**src/rtl/sram_port_master.sv**
```systemverilog
// Request-stream initiator for one SRAM port; read data returns through a credited response FIFO.
// Optional post-reset array clear is compiled in with SRAM_PORT_MASTER_INIT_EN.

// fifo: generic first-in first-out buffer.
// Latency: data pushed in cycle T is visible at pop_dat in T+1.
// Backpressure: none internally; the producer must never push into a full FIFO unless popping.
module fifo #(
    parameter  int W     = 32,
    parameter  int DEPTH = 2,
    localparam int CW    = $clog2(DEPTH + 1)
) (
    input  logic          clk,
    input  logic          arst_n,
    input  logic          push_vld,
    input  logic [W-1:0]  push_dat,
    input  logic          pop_rdy,
    output logic [W-1:0]  pop_dat,
    output logic          empty,
    output logic [CW-1:0] cnt
);
    localparam int PW = (DEPTH > 1) ? $clog2(DEPTH) : 1;

    logic [W-1:0]  mem [DEPTH];
    logic [PW-1:0] wr_ptr;
    logic [PW-1:0] rd_ptr;
    logic          pop;
    logic          full;

    assign full  = (cnt == CW'(DEPTH));
    assign empty = (cnt == '0);
    assign pop   = pop_rdy & ~empty;

    always_ff @(posedge clk or negedge arst_n) begin
        if (!arst_n) begin
            wr_ptr <= '0;
            rd_ptr <= '0;
            cnt    <= '0;
        end else begin
            if (push_vld) wr_ptr <= (wr_ptr == PW'(DEPTH - 1)) ? '0 : wr_ptr + PW'(1);
            if (pop)      rd_ptr <= (rd_ptr == PW'(DEPTH - 1)) ? '0 : rd_ptr + PW'(1);
            cnt <= cnt + CW'(push_vld) - CW'(pop);
        end
    end

    always_ff @(posedge clk) begin
        if (push_vld) mem[wr_ptr] <= push_dat;
    end

    assign pop_dat = mem[rd_ptr];

    no_overflow: assert property (@(posedge clk) disable iff (!arst_n) !(push_vld && full && !pop_rdy));
endmodule

// sram_port_master: converts req stream to SRAM en/wen/addr/din; init engine via SRAM_PORT_MASTER_INIT_EN.
// Latency: strobes combinational with request accept; read data on rsp 2 cycles after accept.
// Backpressure: writes never stall; reads stall when outstanding reads would exceed RSP_DEPTH.
module sram_port_master #(
    parameter  int           W          = 32,
    parameter  int           N          = 128,
    parameter  int           RSP_DEPTH  = 2,
    parameter  logic [W-1:0] INIT_VALUE = '0,
    localparam int           AW         = $clog2(N)
) (
    input  logic          clk,
    input  logic          arst_n,
    input  logic          req_vld,
    input  logic          req_wen,
    input  logic [AW-1:0] req_addr,
    input  logic [W-1:0]  req_wdata,
    output logic          req_rdy,
    output logic          rsp_vld,
    output logic [W-1:0]  rsp_rdata,
    input  logic          rsp_rdy,
    output logic          sram_en,
    output logic          sram_wen,
    output logic [AW-1:0] sram_addr,
    output logic [W-1:0]  sram_din,
    input  logic [W-1:0]  sram_dout,
    output logic          init_done
);
    localparam int CW = $clog2(RSP_DEPTH + 1);

    logic          active_r;
    logic          run;
    logic          init_wr;
    logic [AW-1:0] init_addr;
    logic          rd_pend_r;
    logic [CW-1:0] fifo_cnt;
    logic          fifo_empty;
    logic          credit;
    logic          acc;

    // Holds every strobe low through the reset-release cycle.
    always_ff @(posedge clk or negedge arst_n) begin
        if (!arst_n) active_r <= 1'b0;
        else         active_r <= 1'b1;
    end

`ifdef SRAM_PORT_MASTER_INIT_EN
    typedef enum logic {INIT, RUN} state_t;
    state_t        state_r;
    state_t        state_nxt;
    logic [AW-1:0] init_addr_r;

    always_ff @(posedge clk or negedge arst_n) begin
        if (!arst_n) begin
            state_r     <= INIT;
            init_addr_r <= '0;
        end else begin
            state_r <= state_nxt;
            if (init_wr) init_addr_r <= init_addr_r + AW'(1);
        end
    end

    always_comb begin
        state_nxt = state_r;
        init_wr   = 1'b0;
        case (state_r)
            INIT: begin
                init_wr = active_r;
                if (active_r && init_addr_r == AW'(N - 1)) state_nxt = RUN;
            end
            default: state_nxt = RUN;
        endcase
    end

    assign init_addr = init_addr_r;
    assign run       = (state_r == RUN);
`else
    assign init_wr   = 1'b0;
    assign init_addr = '0;
    assign run       = active_r;
`endif

    assign init_done = run;
    assign credit    = (int'(fifo_cnt) + int'(rd_pend_r)) < RSP_DEPTH;
    assign req_rdy   = run & (req_wen | credit);
    assign acc       = req_vld & req_rdy;

    always_comb begin
        sram_en   = 1'b0;
        sram_wen  = 1'b0;
        sram_addr = '0;
        sram_din  = '0;
        if (init_wr) begin
            sram_en   = 1'b1;
            sram_wen  = 1'b1;
            sram_addr = init_addr;
            sram_din  = INIT_VALUE;
        end else if (acc) begin
            sram_en   = 1'b1;
            sram_wen  = req_wen;
            sram_addr = req_addr;
            sram_din  = req_wdata;
        end
    end

    // Read issued last cycle: the SRAM output register holds its data now.
    always_ff @(posedge clk or negedge arst_n) begin
        if (!arst_n) rd_pend_r <= 1'b0;
        else         rd_pend_r <= acc & ~req_wen;
    end

    fifo #(.W(W), .DEPTH(RSP_DEPTH)) u_rsp_fifo (
        .clk      (clk),
        .arst_n   (arst_n),
        .push_vld (rd_pend_r),
        .push_dat (sram_dout),
        .pop_rdy  (rsp_rdy),
        .pop_dat  (rsp_rdata),
        .empty    (fifo_empty),
        .cnt      (fifo_cnt)
    );

    assign rsp_vld = ~fifo_empty;
endmodule

```
**config.mk**
```make
export PLATFORM = sky130hd
export DESIGN_NAME = sram_port_master
export DESIGN_NICKNAME = d
export VERILOG_FILES = /design/src/rtl/sram_port_master.sv
export SDC_FILE = /design/constraint.sdc
export NUM_CORES = 1
export LEC_CHECK = 0
export ABC_AREA = 1
export BUFFER_PORTS_ARGS = -buffer_cell sky130_fd_sc_hd__buf_2
export CAP_MARGIN = 20
export CORE_ASPECT_RATIO = 2
export CORE_MARGIN = 5
export CORE_UTILIZATION = 48
export CTS_BUF_LIST = sky130_fd_sc_hd__clkbuf_8
export DETAILED_ROUTE_END_ITERATION = 12
export PLACE_DENSITY = 0.92
export SYNTH_ARGS = -nofsm -noshare
export SYNTH_HDL_FRONTEND = slang
export SYNTH_SLANG_ARGS = --single-unit
```
**constraint.sdc**
```tcl
create_clock -name clk -period 2.8 [get_ports clk]
set_input_delay 0.56 -clock clk [delete_from_list [all_inputs] [get_ports clk]]
set_output_delay 0.56 -clock clk [all_outputs]
set_load 0.01 [all_outputs]
```
Word-level counts from Yosys, hierarchy flattened
Memories as Yosys holds them, arrays and structs flattened. Cells that the tools add are included.

Output and inout bits: 76. RAM bits: 64. Register bits: 6. Logic and storage cells: 28. Memories kept: 1. Input bits: 76.

Order comparisons: 1. Bitwise logic cells: 7. Reductions and logical operators: 1. Multiplexer cells: 8. Add/subtract/negate cells: 5.

Memories: u_rsp_fifo.mem (words 2, width 32, rd ports 1, clocked after memory_dff 0, write ports 1, line 23) `logic [W-1:0] mem [DEPTH];`.

Operators by type and width (number): 32-bit 2-to-1 mux (1); 7-bit 2-to-1 mux (1); 1-bit 2-to-1 mux (6); 1-bit bitwise AND (4); 2-bit by 1-bit adder with 3-bit output (1); 3-bit by 2-bit less-than comparator with 1-bit output, second input constant (1); 1-bit adder, second input constant (2); 2-bit by 1-bit adder with 2-bit output (1); 2-bit logical NOT (1); 1-bit NOT (2); 2-bit by 1-bit subtractor with 2-bit output (1); 1-bit OR (1).

Logic depth before layout (Yosys ltp)
Gate-level depths: netlist of run 1.

Word-level depth: 6. Mapped depth: 10. Gate-level depth less buffers: 10.

Hierarchy
From an unflattened synthesis of run 1, not the netlist that was laid out.

Cells, all modules: 296. Area, all modules: 3109.2 um^2.

Modules (own cells, without submodules): fifo (times used 1, cells an instance 197, sequential area each 2021.9 um^2, area each 2608.8 um^2); sram_port_master (times used 1, cells an instance 99, sequential area each 50.0 um^2, area each 500.5 um^2).

Worst setup path before layout of run 1
Ideal clock, no wire load.

Kind: register -> register. Start point: register rd_pend_r. End point: memory u_rsp_fifo.mem[0][0], enable pin. Setup time: 0.421 ns. Stages on the path, launching flop included: 3. Path buffers: 0. Required time: 2.379 ns. Setup slack: 0.575 ns. Clock period less this slack: 2.225 ns. Data arrival time: 1.804 ns. Cell sequence: dfrtp_1 > inv_1 > nor2_1.

Word-level cells in the longest chain between the ends: 2.

Ends and longest elaborated chain: start, declared (line 87) `logic rd_pend_r;`; start signal, assigned (line 161) `else rd_pend_r <= acc & ~req_wen;`; 1-bit 2-to-1 mux (line 46) `if (push_vld) mem[wr_ptr] <= push_dat;`; 1-bit 2-to-1 mux (implied by the code) (line 46); end, declared (line 23).

No other way between the ends.

Worst setup path in the final report of run 1
Start point: register rd_pend_r. End point: output port sram_din[26].

Word-level cells in the longest chain between the ends: 6.

Ends and longest elaborated chain: 2-bit by 1-bit adder with 3-bit output (line 136) `assign credit = (int'(fifo_cnt) + int'(rd_pend_r)) < RSP_DEPTH;`; 3-bit by 2-bit less-than comparator with 1-bit output (line 136); 1-bit OR (line 137) `assign req_rdy = run & (req_wen | credit);`; 1-bit bitwise AND (line 137); 1-bit bitwise AND (line 138) `assign acc = req_vld & req_rdy;`; 32-bit 2-to-1 mux (line 150) `end else if (acc) begin`; end, declared (line 77) `output logic [W-1:0] sram_din,`.

No other way between the ends.

==> results.yml, run 1 <==
clock_network:
  cts_setup_buffers: 0
  cts_buffers: 9
  clkTransAtPathRegs_ps: 70
  cts_root_buf: "clkbuf_8"
  clock_latency_ps: 330
  cts_resized: 0
  clock_path_buffers: 2
  cts.sinks: 70
  cts_hold_buf: 0
  htree_levels: 3
  cts_tree: "done"
grt:
  grt_pass1_wl_mm: 10.09
  grt_max_degree: 41
  grt_overflow_total: 0
  grt_pass1_vias: 2319
  antenna_found_initial: 0
  track_usage_pct: 17.03
routing:
  wl_per_cell_um: 12.89
  drc: 0
  viasPerCell: 4.433
  dr.pass1.iters: 4
  antenna_left: 0
  vias: 2363
  drt_iter0_drc: 53
  wirelength_mm: 6.871
layout:
  instances_no_fill: 533
  n_fill_cell: 514
  final_cell_mix: "151 x buf_2, 103 x nand2_1, 64 x edfxtp_1, 54 x inv_1, 39 x nor2_2"
  syn_to_final_growth_pct: 31.28
  regArea_um2: 2072
  final_common_cell: "buf_2"
  num-nets-final: 522
  insertedDiodeCount: 0
  fin_util_pct: 64.66
  multiInputGateArea_um2: 745.7
  drive_gt1_share_pct: 46.98
timing:
  finalHoldViolCount: 0
  slew_viol_final: 0
  setup_viol: 0
  finalCriticalPeriod_ps: 2440
  setup_ws_ps: 360.3
  rsz0062_at_grt: "false"
  finalCritPeriodShare_pct: 87.13
  tns_ps: 0
  fmax_mhz: 409.9
  fin_skew_ps: 11.51
  slew_headroom_pct: 41.17
  tightest_slew_ps: 880.3
worst_setup_path:
  crit_required_ps: 2240
  r2r_cells: 2
  crit_start: "rd_pend_r"
  worstPathArrival_ps: 1880
  start_kind: "flip-flop"
  path_max_fanout: 40
  worstSetupPathType: "reg2out"
  reg2reg_from: "rd_pend_r"
  r2r-end: "u_rsp_fifo.mem[0][14]"
  end_kind: "output port"
  rrSetupSlack_ps: 1200
power_and_ir_drop:
  leakage_nw: 2.130
  p_clk_share_pct: 23.3
  intPower_mw: 1.994
  vdd_drop_max_mv: 0.5594
  switchingPower_mw: 0.9791
  pwr-share-seq_pct: 43.7
  pwr-share-comb_pct: 33.0
  power.density_nw_per_um2: 728.8
  switching_share_pct: 32.93
yosys:
  syn_nets: 367
  yosysWarnings: 0
  ys_seq_area_share_pct: 66.67
  syn_inst: 289
  synth_top_cells_by_area: "edfxtp_1 62%, nand2_1 12%, nor2_2 7.9%"
  syn_area_um2: 3108
  synth_cell_type_count: 21
  synth_top_cell_area_share_pct: 61.84
  ys_seq_elements: 70
  avgSynthCellArea_um2: 10.75
  yosysTopAreaCell: "edfxtp_1"
placement:
  dp_hpwl_mm: 5.454
  dp_slack_ps: 562.4
  dpl.cell_count: 519
  finalWeightedCongestion: 0.6627
  numPortBuffers: 151
floorplanning:
  die-width_um: 66.90
  dieArea_um2: 8282
  core_um2: 6310
  die_height_um: 123.8
  rows: 41
  start_util_pct: 49.26
  ios: 152
outcome:
  status: "finished, final reports clean"
flow_run:
  cap_violations: 0
min_path:
  min_path_type: "in2async"
-- worst max-delay path by stage --
stage	slack, ps	end
5_1_grt	180	sram_addr[4]
3_3_place_gp	580	sram_din[9]
6_report	360	sram_din[26]
2_1_floorplan	580	u_rsp_fifo.mem[0][0]
4_1_cts	310	sram_din[26]
3_5_place_dp	560	sram_din[26]
-- per-layer routing --
metal / part of all wire (%) / vias to the layer above / track usage (%)
met5: 0 / - / 0
met3: 13 / 9 / 7.762
met1: 30 / 1042 / 12.39
met2: 55 / 125 / 33.71
met4: 1.7 / 0 / 8.767
li1: - / 1187 / -
-- flip-flops by register name (all words and copies together), names as in the netlist --
name and cells:
init_done 1, rd_pend_r 1, u_rsp_fifo.cnt 2, u_rsp_fifo.mem 64, u_rsp_fifo.rd_ptr 1, u_rsp_fifo.wr_ptr 1
-- worst max-delay path: stages (launching register included) --
cell,delay [ps]
dfrtp_1,440
nand2_1,100
nand2_2,70
nand2_2,70
nand3_4,460
nor2_2,250
buf_2,160
-- synthesized netlist by cell type (all sizes together) --
library cell and number:
nand2 105, edfxtp 64, inv 52, nor2 40
buf 9, dfrtp 6, clkbuf 2, ha 2
nand3 2, xor2 2, a21boi 1, clkinv 1
conb 1, nand4 1, xnor2 1
-- through the flow --
stage	cell area [um2]	hold slack, ps	power, mW
2_1_floorplan	3108	264.4	1.941
3_3_place_gp	3910	384.9	2.287
3_5_place_dp	3910	393.8	2.326
4_1_cts	4080	13.88	3.031
5_1_grt	4080	12.90	3.188
6_report	4080	35.76	2.974
-- layout make-up --
type                       instances  area share (%)
sequential                        70           50.78
clock inverter                     5           1.135
inverter                          53           4.876
clock buffer                       9           3.036
timing repair buffer             155           19.26
multi-input combinational        155           18.28
tap                               86           2.637
-- cell families after synthesis --
family,share of synthesized area (%)
other,0.1207
flip-flops,66.67
AO/OA/AOI/OAI,0.2416
adder cells (fa/ha/maj),0.8050
buffers and inverters,9.581
AND/OR/NAND/NOR,21.74
XOR/XNOR,0.8456
-- power groups by stage --
stage          Sequential [mW]  Clock [mW]  Combinational [mW]
6_report                  1.30       0.693               0.980
3_3_place_gp              1.32           0               0.967
5_1_grt                   1.31       0.779                1.10
3_5_place_dp              1.32           0                1.00
2_1_floorplan             1.28           0               0.661
4_1_cts                   1.30       0.723                1.01
No activity file was read; power rests on OpenSTA's default activity.
==> run 2, diff against run 1 <==
--- a/config.mk
+++ b/config.mk
@@ -13,7 +13,7 @@
 export CORE_UTILIZATION = 48
 export CTS_BUF_LIST = sky130_fd_sc_hd__clkbuf_8
 export DETAILED_ROUTE_END_ITERATION = 12
-export PLACE_DENSITY = 0.92
+export PLACE_DENSITY_LB_ADDON = 0.15
 export SYNTH_ARGS = -nofsm -noshare
 export SYNTH_HDL_FRONTEND = slang
 export SYNTH_SLANG_ARGS = --single-unit
==> run 2 against run 1 <==
Compared with the run above: total power decreased by 0.47%; critical endpoint is now sram_addr[0]; wire length decreased by 4.0%; clock-buffer cell count increased by 2; core utilization about the same; highest routed layer unchanged.
==> results.yml, run 2 (synthesis results as in run 1) <==
outcome:
  status: "finished, final reports clean"
power_and_ir_drop:
  leakage_nw: 2.136
  power.density_nw_per_um2: 725.2
  vdd_drop_max_mv: 0.5332
grt:
  grt_pass1_wl_mm: 9.660
  track_usage_pct: 16.29
  grt_pass1_vias: 2178
  grt_max_degree: 41
  grt_overflow_total: 0
  antenna_found_initial: 0
worst_setup_path:
  r2r_cells: 3
  crit_required_ps: 2240
  rrSetupSlack_ps: 1110
  worstPathArrival_ps: 1860
  crit_end: "sram_addr[0]"
  crit_start: "rd_pend_r"
  cpMaxStageDelayCell: "nand3_4"
  end_kind: "output port"
  crit_cells: 6
  r2r-end: "u_rsp_fifo.mem[1][21]"
  path_buf_inv: 1
  cp_top_family: "simple AND/OR/NAND/NOR gates"
  max_stage_delay_ps: 460
  crit_chain: "nand2_1, nand2_2, nand2_2, nand3_4, nor2_2, buf_2"
  path_max_fanout: 40
  cp_common_cell: "nand2_2"
  worstSetupPathType: "reg2out"
  start_kind: "flip-flop"
  reg2reg_from: "rd_pend_r"
layout:
  num-nets-final: 522
  final_common_cell: "buf_2"
  largest_reg_flops: 64
  syn_to_final_growth_pct: 31.32
  n_fill_cell: 537
  regArea_um2: 2072
  fin_util_pct: 64.68
  insertedDiodeCount: 0
  fin_area_um2: 4081
  top_register: "u_rsp_fifo.mem"
  final_cell_mix: "151 x buf_2, 103 x nand2_1, 64 x edfxtp_1, 55 x inv_1, 39 x nor2_2"
  drive_gt1_share_pct: 46.99
  reg_top3: "u_rsp_fifo.mem: 64 flops, u_rsp_fifo.cnt: 2 flops"
  multiInputGateArea_um2: 745.7
routing:
  antenna_left: 0
  wirelength_mm: 6.596
  vias: 2341
  viasPerCell: 4.376
  wl_per_cell_um: 12.33
  drt_iter0_drc: 52
  dr.pass1.iters: 4
  drc: 0
clock_network:
  cts_buffers: 9
  clkTransAtPathRegs_ps: 70
  cts_resized: 0
  clock_path_buffers: 2
  clock_latency_ps: 330
  cts_setup_buffers: 0
  cts.sinks: 70
  cts_root_buf: "clkbuf_8"
  htree_levels: 3
  cts_hold_buf: 0
  cts_tree: "done"
timing:
  slew_headroom_pct: 37.80
  slew_viol_final: 0
  finalCritPeriodShare_pct: 86.56
  tns_ps: 0
  rsz0062_at_grt: "false"
  finalCriticalPeriod_ps: 2424
  tightest_slew_ps: 930.9
  finalHoldViolCount: 0
  setup_viol: 0
  fin_skew_ps: 7.169
  fmax_mhz: 412.6
floorplanning:
  die-width_um: 66.90
  core_um2: 6310
  start_util_pct: 49.26
  ios: 152
  die_height_um: 123.8
  rows: 41
  dieArea_um2: 8282
placement:
  numPortBuffers: 151
  dp_hpwl_mm: 5.071
  finalWeightedCongestion: 0.6857
  placed_cell_area_um2: 3910
flow_run:
  cap_violations: 0
min_path:
  min_path_type: "in2async"
==> run 2: changes by cell type in the layout (fill, tap and decap cells not counted), sizes merged <==
| cell | previous run | this run |
|---|---|---|
| clkbuf | 9 | 11 |
| bufinv | 1 | 0 |
| inv | 55 | 56 |
==> run 2: worst min-delay path by stage <==
stage / startpoint / end / slack (ps) / depth (start not counted)
6_report: arst_n / u_rsp_fifo.cnt[1] / 40 / 1
5_1_grt: arst_n / init_done / 20 / 1
4_1_cts: arst_n / init_done / 20 / 1
3_5_place_dp: arst_n / init_done / 390 / 1
3_3_place_gp: arst_n / init_done / 390 / 1
2_1_floorplan: arst_n / init_done / 260 / 0
==> run 2: final cells by class <==
cell class | instances | area share, %
repair buffers | 155 | 19.25
flip-flops and latches | 70 | 50.77
inverters | 53 | 4.874
well taps | 86 | 2.636
multi-input cells | 155 | 18.27
clock inverters | 5 | 0.4905
clock buffers | 11 | 3.709
==> run 2: per-layer routing <==
metal  part of all wire [%]  GRT usage [%]
met1                     32          14.18
met4                    1.6          7.624
met3                     13          6.769
met2                     54          30.72
met5                      0              0
==> run 2: where the power goes <==
group | switching (mW) | internal (mW) | total, mW
clock network | 0.321 | 0.355 | 0.677
registers | 0.0705 | 1.23 | 1.30
logic | 0.608 | 0.372 | 0.980
total | 1.00 | 1.96 | 2.96
==> run 2: metrics by stage <==
step / hold WS (ps) / setup WS [ps] / power [mW] / instances
finish: 36.14 / 376.2 / 2.960 / 535
global route: 21.00 / 163.5 / 3.172 / 535
CTS: 15.07 / 323.9 / 3.013 / 535
detailed placement: 390.2 / 574.4 / 2.332 / 519
global placement: 387.4 / 585.9 / 2.307 / 519
floorplan: 264.4 / 575.0 / 1.941 / 289
==> run 3, diff against run 2 <==
==> constraint.sdc (replaced) <==
create_clock -name clk -period 2.8 [get_ports clk]
set_input_delay 0.28 -clock clk [delete_from_list [all_inputs] [get_ports clk]]
set_output_delay 0.28 -clock clk [all_outputs]
set_load 0.01 [all_outputs]
==> run 3 against run 2 <==
Compared with the run above: die area did not move; largest cell class unchanged; register-to-register slack better by 50 ps; critical path depth unchanged; sequential power barely moved; total power shrank 0.66%; via count increased by 0.43%; combinational power increased by 1%; clock-buffer cell count unchanged.
==> results.yml, run 3 (synthesis results as in run 1) <==
power_and_ir_drop:
  power.density_nw_per_um2: 719.9
  pwr-share-seq_pct: 43.2
  vdd_drop_max_mv: 0.5542
  intPower_mw: 1.952
  switchingPower_mw: 0.9885
  p_clk_share_pct: 23.1
  leakage_nw: 2.135
  pwr-share-comb_pct: 33.7
  switching_share_pct: 33.62
outcome:
  status: "finished, final reports clean"
worst_setup_path:
  start_kind: "flip-flop"
  worstSetupPathType: "reg2out"
  crit_required_ps: 2520
  path_buf_inv: 1
  path_max_fanout: 40
  worstPathArrival_ps: 1870
  crit_chain: "nand2_1, nand2_2, nand2_2, nand3_4, nor2_2, buf_2"
  cp_common_cell: "nand2_2"
  max_stage_delay_ps: 460
  end_kind: "output port"
  cp_top_family: "simple AND/OR/NAND/NOR gates"
  cpMaxStageDelayCell: "nand3_4"
routing:
  drc: 0
  dr.pass1.iters: 4
  vias: 2351
  viasPerCell: 4.394
  drt_iter0_drc: 50
  wl_per_cell_um: 12.17
  wirelength_mm: 6.510
  antenna_left: 0
clock_network:
  cts.sinks: 70
  cts_root_buf: "clkbuf_8"
  cts_resized: 0
  clock_path_buffers: 2
  clock_latency_ps: 340
  htree_levels: 3
  cts_buffers: 9
  cts_tree: "done"
  clkTransAtPathRegs_ps: 70
layout:
  top_register: "u_rsp_fifo.mem"
  final_cell_mix: "151 x buf_2, 103 x nand2_1, 64 x edfxtp_1, 55 x inv_1, 39 x nor2_2"
  reg_top3: "u_rsp_fifo.mem: 64 flops, u_rsp_fifo.cnt: 2 flops"
  largest_reg_flops: 64
  instances_no_fill: 535
  num-nets-final: 522
  multiInputGateArea_um2: 745.7
  fin_util_pct: 64.72
  final_common_cell: "buf_2"
  drive_gt1_share_pct: 46.77
  n_fill_cell: 536
  syn_to_final_growth_pct: 31.40
  insertedDiodeCount: 0
  regArea_um2: 2072
grt:
  grt_pass1_wl_mm: 9.335
  grt_pass1_vias: 2169
  busiest_layer: "met2"
  grt_overflow_total: 0
  use_met1_pct: 12.97
  track_usage_pct: 15.58
  antenna_found_initial: 0
  grt_max_degree: 41
  grtUsageMet2_pct: 29.85
  grtUsageMet3_pct: 6.679
timing:
  tightest_slew_ps: 898.9
  finalCriticalPeriod_ps: 2147
  slew_viol_final: 0
  rsz0062_at_grt: "false"
  fmax_mhz: 465.8
  slew_headroom_pct: 39.93
  finalCritPeriodShare_pct: 76.68
  finalHoldViolCount: 0
  fin_skew_ps: 7.703
  tns_ps: 0
  setup_viol: 0
floorplanning:
  core_um2: 6310
  rows: 41
  ios: 152
  start_util_pct: 49.26
  die-width_um: 66.90
  die_height_um: 123.8
  dieArea_um2: 8282
placement:
  dp_hpwl_mm: 4.935
  finalWeightedCongestion: 0.7153
  dpl.cell_count: 518
  numPortBuffers: 151
flow_run:
  cap_violations: 0
min_path:
  min_path_type: "in2reg"
run 3: changes by cell type in the layout (fill, tap and decap cells not counted), sizes merged:
cell and delta:
buf -1, dlygate4sd3 +1
run 3: worst reg2reg max path: stages, from the launching register on:
cell and delay [ps]:
dfrtp_1 430, nand2_1 70, inv_1 430, buf_4 380
run 3: area by class of cell:
cell class | instances | area share, %
Clock buffer | 11 | 3.707
Clock inverter | 5 | 0.4902
Inverter | 53 | 4.871
Multi-Input combinational cell | 155 | 18.26
Sequential cell | 70 | 50.74
Tap cell | 86 | 2.635
Timing Repair Buffer | 155 | 19.30
run 3: timing repair:
item / in CTS / in global routing
setup buffers: 0 / 0
endpoints found under the setup margin: 0 / 0
endpoints found under the hold margin: 6 / 0
hold buffers: 1 / 0
run 3: per-stage QoR:
step / setup slack (ps) / hold WS (ps) / cell area [um2] / power [mW]
2_1_floorplan: 575.0 / -15.59 / 3108 / 1.941
3_3_place_gp: 996.2 / 108.5 / 3902 / 2.288
3_5_place_dp: 970.9 / 109.2 / 3902 / 2.308
4_1_cts: 597.2 / 115.0 / 4084 / 2.993
5_1_grt: 452.7 / 95.67 / 4084 / 3.157
6_report: 653.1 / 128.9 / 4084 / 2.940
run 3: path summary, 6_finish.rpt:
path | to | depth (start not counted) | start | slack, ps
min in group asynchronous | init_done | 2 | arst_n | 300
max reg2reg | u_rsp_fifo.mem[1][16] | 3 | rd_pend_r | 1160
min reg2reg | u_rsp_fifo.wr_ptr | 1 | u_rsp_fifo.wr_ptr | 540
max in group asynchronous | u_rsp_fifo.wr_ptr | 2 | arst_n | 2360
max | sram_din[17] | 6 | rd_pend_r | 650
min | u_rsp_fifo.mem[1][6] | 1 | sram_dout[6] | 130
run 3: power by group through the flow:
stage / Combinational (mW) / Clock (mW) / Sequential (mW)
6_report: 0.992 / 0.679 / 1.27
5_1_grt: 1.11 / 0.767 / 1.28
4_1_cts: 1.02 / 0.701 / 1.27
3_5_place_dp: 1.02 / 0 / 1.29
3_3_place_gp: 1.00 / 0 / 1.29
2_1_floorplan: 0.661 / 0 / 1.28
run 3: metal layers:
layer / up-vias / wire, um
met4: 0 / 113
met5: - / 0
met1: 1032 / 2033
li1: 1187 / -
met2: 122 / 3430
met3: 10 / 932
